===== config.mk =====
export PLATFORM = sky130hd
export DESIGN_NAME = instr_fetch_stage
export DESIGN_NICKNAME = d
export VERILOG_FILES = /design/src/rtl/instr_fetch_stage.sv
export SDC_FILE = /design/constraint.sdc
export NUM_CORES = 1
export LEC_CHECK = 0
export ABC_AREA = 1
export CORE_UTILIZATION = 43
export DETAILED_ROUTE_END_ITERATION = 7
export GPL_ROUTABILITY_DRIVEN = 0
export PLACE_DENSITY = 0.8
export SLEW_MARGIN = 20
export SYNTH_ARGS = -nofsm -noshare
export SYNTH_HDL_FRONTEND = slang
export SYNTH_SLANG_ARGS = --single-unit

===== constraint.sdc =====
create_clock -name clk -period 6.15 [get_ports clk]
set_input_delay 1.23 -clock clk [delete_from_list [all_inputs] [get_ports clk]]
set_output_delay 1.23 -clock clk [all_outputs]
set_load 0.05 [all_outputs]

===== src/rtl/instr_fetch_stage.sv =====
// instr_fetch_stage: program counter owner and instruction fetch front end.
// Issues one instruction-memory word read at a time. Each returned word is
// presented to decode, together with its PC, through a valid/ready output
// register. An execute-stage redirect flushes the stage, including any
// memory response that is still in flight.
// Optional feature macro: FETCH_PERF_CNT_EN adds the perf_fetched and
// perf_stall saturating counters.
module instr_fetch_stage #(
  parameter logic [63:0] RESET_PC = 64'h0,
  parameter int unsigned IMEM_AW  = 64
) (
  input  logic               clk,
  input  logic               reset,
  output logic               imem_req,
  output logic [IMEM_AW-1:0] imem_addr,
  input  logic               imem_valid,
  input  logic [31:0]        imem_rdata,
  input  logic               redirect,
  input  logic [63:0]        redirect_pc,
  output logic               out_valid,
  input  logic               out_ready,
  output logic [63:0]        out_pc,
  output logic [31:0]        out_instruction
`ifdef FETCH_PERF_CNT_EN
  ,
  output logic [31:0]        perf_fetched,
  output logic [31:0]        perf_stall
`endif
);

  typedef enum logic [1:0] {
    S_FETCH = 2'd0,  // ready to issue a request when the output slot frees up
    S_WAIT  = 2'd1,  // request outstanding, response goes to decode
    S_DROP  = 2'd2   // request outstanding but flushed, response is discarded
  } state_e;

  state_e             state_q;
  logic [63:0]        pc_q, pc_d;
  logic [IMEM_AW-1:0] imem_addr_q;
  logic               out_valid_q;
  logic [63:0]        out_pc_q;
  logic [31:0]        out_instr_q;

  logic [63:0] redirect_pc_aligned;
  logic        transfer;
  logic        slot_free;

  assign redirect_pc_aligned = redirect_pc & ~64'h3;
  assign transfer            = out_valid_q & out_ready;
  assign slot_free           = ~out_valid_q | out_ready;

  // Request only when the output register is empty by the time the
  // response lands; held low while reset is asserted.
  assign imem_req = ~reset & (state_q == S_FETCH) & ~redirect & slot_free;

  // Next PC: redirect wins, otherwise advance when a response is accepted.
  always_comb begin
    pc_d = pc_q;
    if (redirect) begin
      pc_d = redirect_pc_aligned;
    end else if (state_q == S_WAIT && imem_valid) begin
      pc_d = pc_q + 64'd4;
    end
  end

  // Fetch FSM together with the PC, request address and output register.
  always_ff @(posedge clk or posedge reset) begin
    if (reset) begin
      state_q     <= S_FETCH;
      pc_q        <= RESET_PC;
      imem_addr_q <= RESET_PC[IMEM_AW-1:0];
      out_valid_q <= 1'b0;
      out_pc_q    <= 64'h0;
      out_instr_q <= 32'h0;
    end else begin
      pc_q        <= pc_d;
      imem_addr_q <= pc_d[IMEM_AW-1:0];
      if (transfer) begin
        out_valid_q <= 1'b0;
      end
      if (redirect) begin
        out_valid_q <= 1'b0;
        // An outstanding request must still be drained unless its
        // response is arriving right now.
        if (state_q != S_FETCH) begin
          state_q <= imem_valid ? S_FETCH : S_DROP;
        end else begin
          state_q <= S_FETCH;
        end
      end else begin
        case (state_q)
          S_FETCH: begin
            if (imem_req) begin
              state_q <= S_WAIT;
            end
          end
          S_WAIT: begin
            if (imem_valid) begin
              out_pc_q    <= pc_q;
              out_instr_q <= imem_rdata;
              out_valid_q <= 1'b1;
              state_q     <= S_FETCH;
            end
          end
          S_DROP: begin
            if (imem_valid) begin
              state_q <= S_FETCH;
            end
          end
          default: state_q <= S_FETCH;
        endcase
      end
    end
  end

  assign imem_addr       = imem_addr_q;
  assign out_valid       = out_valid_q;
  assign out_pc          = out_pc_q;
  assign out_instruction = out_instr_q;

`ifdef FETCH_PERF_CNT_EN
  logic [31:0] perf_fetched_q;
  logic [31:0] perf_stall_q;

  // Saturating counts of decode transfers and backpressure cycles.
  always_ff @(posedge clk or posedge reset) begin
    if (reset) begin
      perf_fetched_q <= 32'h0;
      perf_stall_q   <= 32'h0;
    end else begin
      if (transfer && perf_fetched_q != 32'hFFFF_FFFF) begin
        perf_fetched_q <= perf_fetched_q + 32'd1;
      end
      if (out_valid_q && !out_ready && perf_stall_q != 32'hFFFF_FFFF) begin
        perf_stall_q <= perf_stall_q + 32'd1;
      end
    end
  end

  assign perf_fetched = perf_fetched_q;
  assign perf_stall   = perf_stall_q;
`endif

endmodule


==> out/results.ini <==
[placed_design]
hpwl_um=20500
pre_cts_ws_ps=1870
place_inst=1610
io_buffer_count=256

[worst_setup_path]
slowest_delay_ps=710
worstReg2RegStart=state_q[1]
r2r_end=imem_addr[55]
setup.worst_path.class=input pin to primary output
crit_buf_inv=4
arrival_ps=3060
path_cells=clkdlybuf4s50_1 > clkinvlp_4 > nand3_1 > inv_1 > clkdlybuf4s50_1
rrSetupSlack_ps=3490
crit_top_cell=clkdlybuf4s50_1
reg2regPathDepth=9
critPathSlowestCell=clkdlybuf4s50_1
crit_family=buffers and inverters
critPathMaxFanout=10
critPathCaptureType=primary output
start_kind=input pin
cp_data_required_time_ps=4920

[clocking]
clock_sinks=159
ctsResizeCount=0
tritoncts=built
cts_buffer_depth=2
clk_latency_ps=430
h-tree-depth=4
cts_root_buf=clkbuf_16
clk_pin_slew_worst_paths_ps=60
cts_setup_buffers=0
postCtsHoldBufs=0
cts_buffers=17

[timing]
worstMarginPinSlew_ps=931
final-setup-viol-count=0
worst_clock_skew_ps=8.39
slew_headroom=0.379
hold_viol_final=0
max_freq_mhz=233
period_share=0.697
setup_ws_ps=1860
finalMaxSlewViolations=0
fin_crit_ps=4290
grt_setup_unrepaired=no
fin_setup_tns_ps=0

[synth]
yosysTopAreaCell=dfrtp_1
yosysSeqAreaShare=0.475
postSynthAreaPerCell_um2=7.44
syn_inst=1127
ys_seq_elements=159
yosys.area.top_type_share=0.475
synth_area_leaders=dfrtp_1 (47%), nand2_1 (18%), nor2_1 (6.7%)
synth_cell_types=42
syn_area_um2=8380
synth_warnings=0

[die]
ios=263
rows=50
core_area_um2=18900
initial_core_util=0.444
dieArea_um2=20100
die_w_um=142
fp.dieH_um=142

[detailed_routing]
num_vias=8661
first_pass_iters=5
wl_per_cell_um=17.3
drc=0
routed_wl_um=28400
drtIter0Drc=861
drt-vias-per-instance=5.27
ant_nets=0

[pwr]
internal_power_uw=2900
p_leak_uw=0.00521
irDropWorstVdd_mv=0.427
sequentialPowerShare=0.306
p_per_area_nw_per_um2=467
power_switching_uw=2590
p_clk_frac=0.200
comb_power_share=0.493
switching_share=0.472

[worst_hold_path]
whs_path_depth=2
min_to=out_instruction[6]
min_path_type=flip-flop to flip-flop
min_from=out_instruction[6]

[final_layout]
finalNetCount=1473
final-instance-count-excl-fill=1643
layout-drive-gt1-share=0.0658
area_growth_pct=40.2

[status]
outcome=finished clean

[global_route]
grt_pass1_wl_um=44400
antenna_found_initial=1
grt_overflow=0
grt_use_total=0.288
grt_pass1_vias=8297
grt_max_degree=90

[job]
drv_cap=0

[cell usage after synthesis, drive strengths merged]
master,instances
nand2,410
nor2,173
dfrtp,159
inv,95
nand3,73
o21ai,65
nand4,29
clkbuf,25
buf,19
o211ai,15
nand3b,10
o2111ai,9
nor3,8
a21oi,5
o311ai,5
or2,5
xor2,4
ha,3
a22o,2
nor4,2
o21a,2
o21bai,2
o221ai,2
a31oi,1
and3,1
conb,1
o22ai,1
o32ai,1
[area by class of cell]
class	count	area, um^2
sequential	159	3980
clock inverter	11	131
timing repair buffer	264	2620
antenna	1	2.50
tap	260	325
clock buffer	21	480
multi-input combinational	832	3850
fill	1688	7140
inverter	95	363
[metal layers]
metal	track usage	part of all wire	vias to the layer above
li1	-	-	4097
met1	0.363	0.41	4048
met2	0.464	0.47	458
met3	0.0729	0.090	58
met4	0.134	0.033	0
met5	0	0	-
[kinds of logic after synthesis]
logic type      share of synthesized area
simple gates                        0.368
flops                               0.475
buf+inv                            0.0678
compound gates                     0.0802
xor+xnor                          0.00418
fa+ha+maj                         0.00448
other cells                      0.000447
[registers in the layout, indices dropped and copies added, names as in the netlist]
name,count
state_q,2
imem_addr,62
out_pc,62
out_instruction,32
out_valid,1
[layout by cell type, fill, tap and decap left out, drive strengths merged, types with 5 or more instances in the layout]
cell / netlist / final
nand3b: 10 / 10
nand4: 29 / 29
nand2: 410 / 410
or2: 5 / 5
o311ai: 5 / 5
nand3: 73 / 73
clkinv: 0 / 5
o21ai: 65 / 65
nor2: 173 / 173
buf: 19 / 9
o2111ai: 9 / 9
a21oi: 5 / 5
dfrtp: 159 / 159
clkbuf: 25 / 21
o211ai: 15 / 15
nor3: 8 / 8
inv: 95 / 95
clkdlybuf4s50: 0 / 255
[worst register-to-register path, cell delays in order (launching register included)]
cell     delay, ps
dfrtp_1        360
inv_1          100
ha_1           170
nand2_2        180
nor2_4         170
buf_4          410
buf_4          620
nand2_1        200
or2_2          320
nand3_1         70
[stage by stage]
step	area (um^2)	power (uW)	hold slack, ps	utilization
2_1_floorplan	8400	3400	504	-
3_3_place_gp	11100	4360	452	0.589
3_5_place_dp	11100	4410	458	0.589
4_1_cts	11700	5520	474	0.622
5_1_grt	11800	5740	487	0.622
6_report	11800	5490	468	0.622
[power groups by stage]
stage	logic, uW	clock network (uW)	registers (uW)
global route	2850	1160	1730
finish	2710	1100	1680
global placement	2680	0	1680
CTS	2720	1120	1680
floorplan	493	0	2910
detailed placement	2720	0	1690
[worst max-delay path by stage]
stage / start / to / slack [ps] / depth (start not counted)
3_3_place_gp: reset / imem_req / 1890 / 5
4_1_cts: reset / imem_req / 1870 / 5
2_1_floorplan: reset / imem_req / 590 / 3
3_5_place_dp: reset / imem_req / 1870 / 5
6_report: reset / imem_req / 1860 / 5
5_1_grt: reset / imem_req / 1780 / 5
Note: power is estimated with default switching activity, not from simulation.
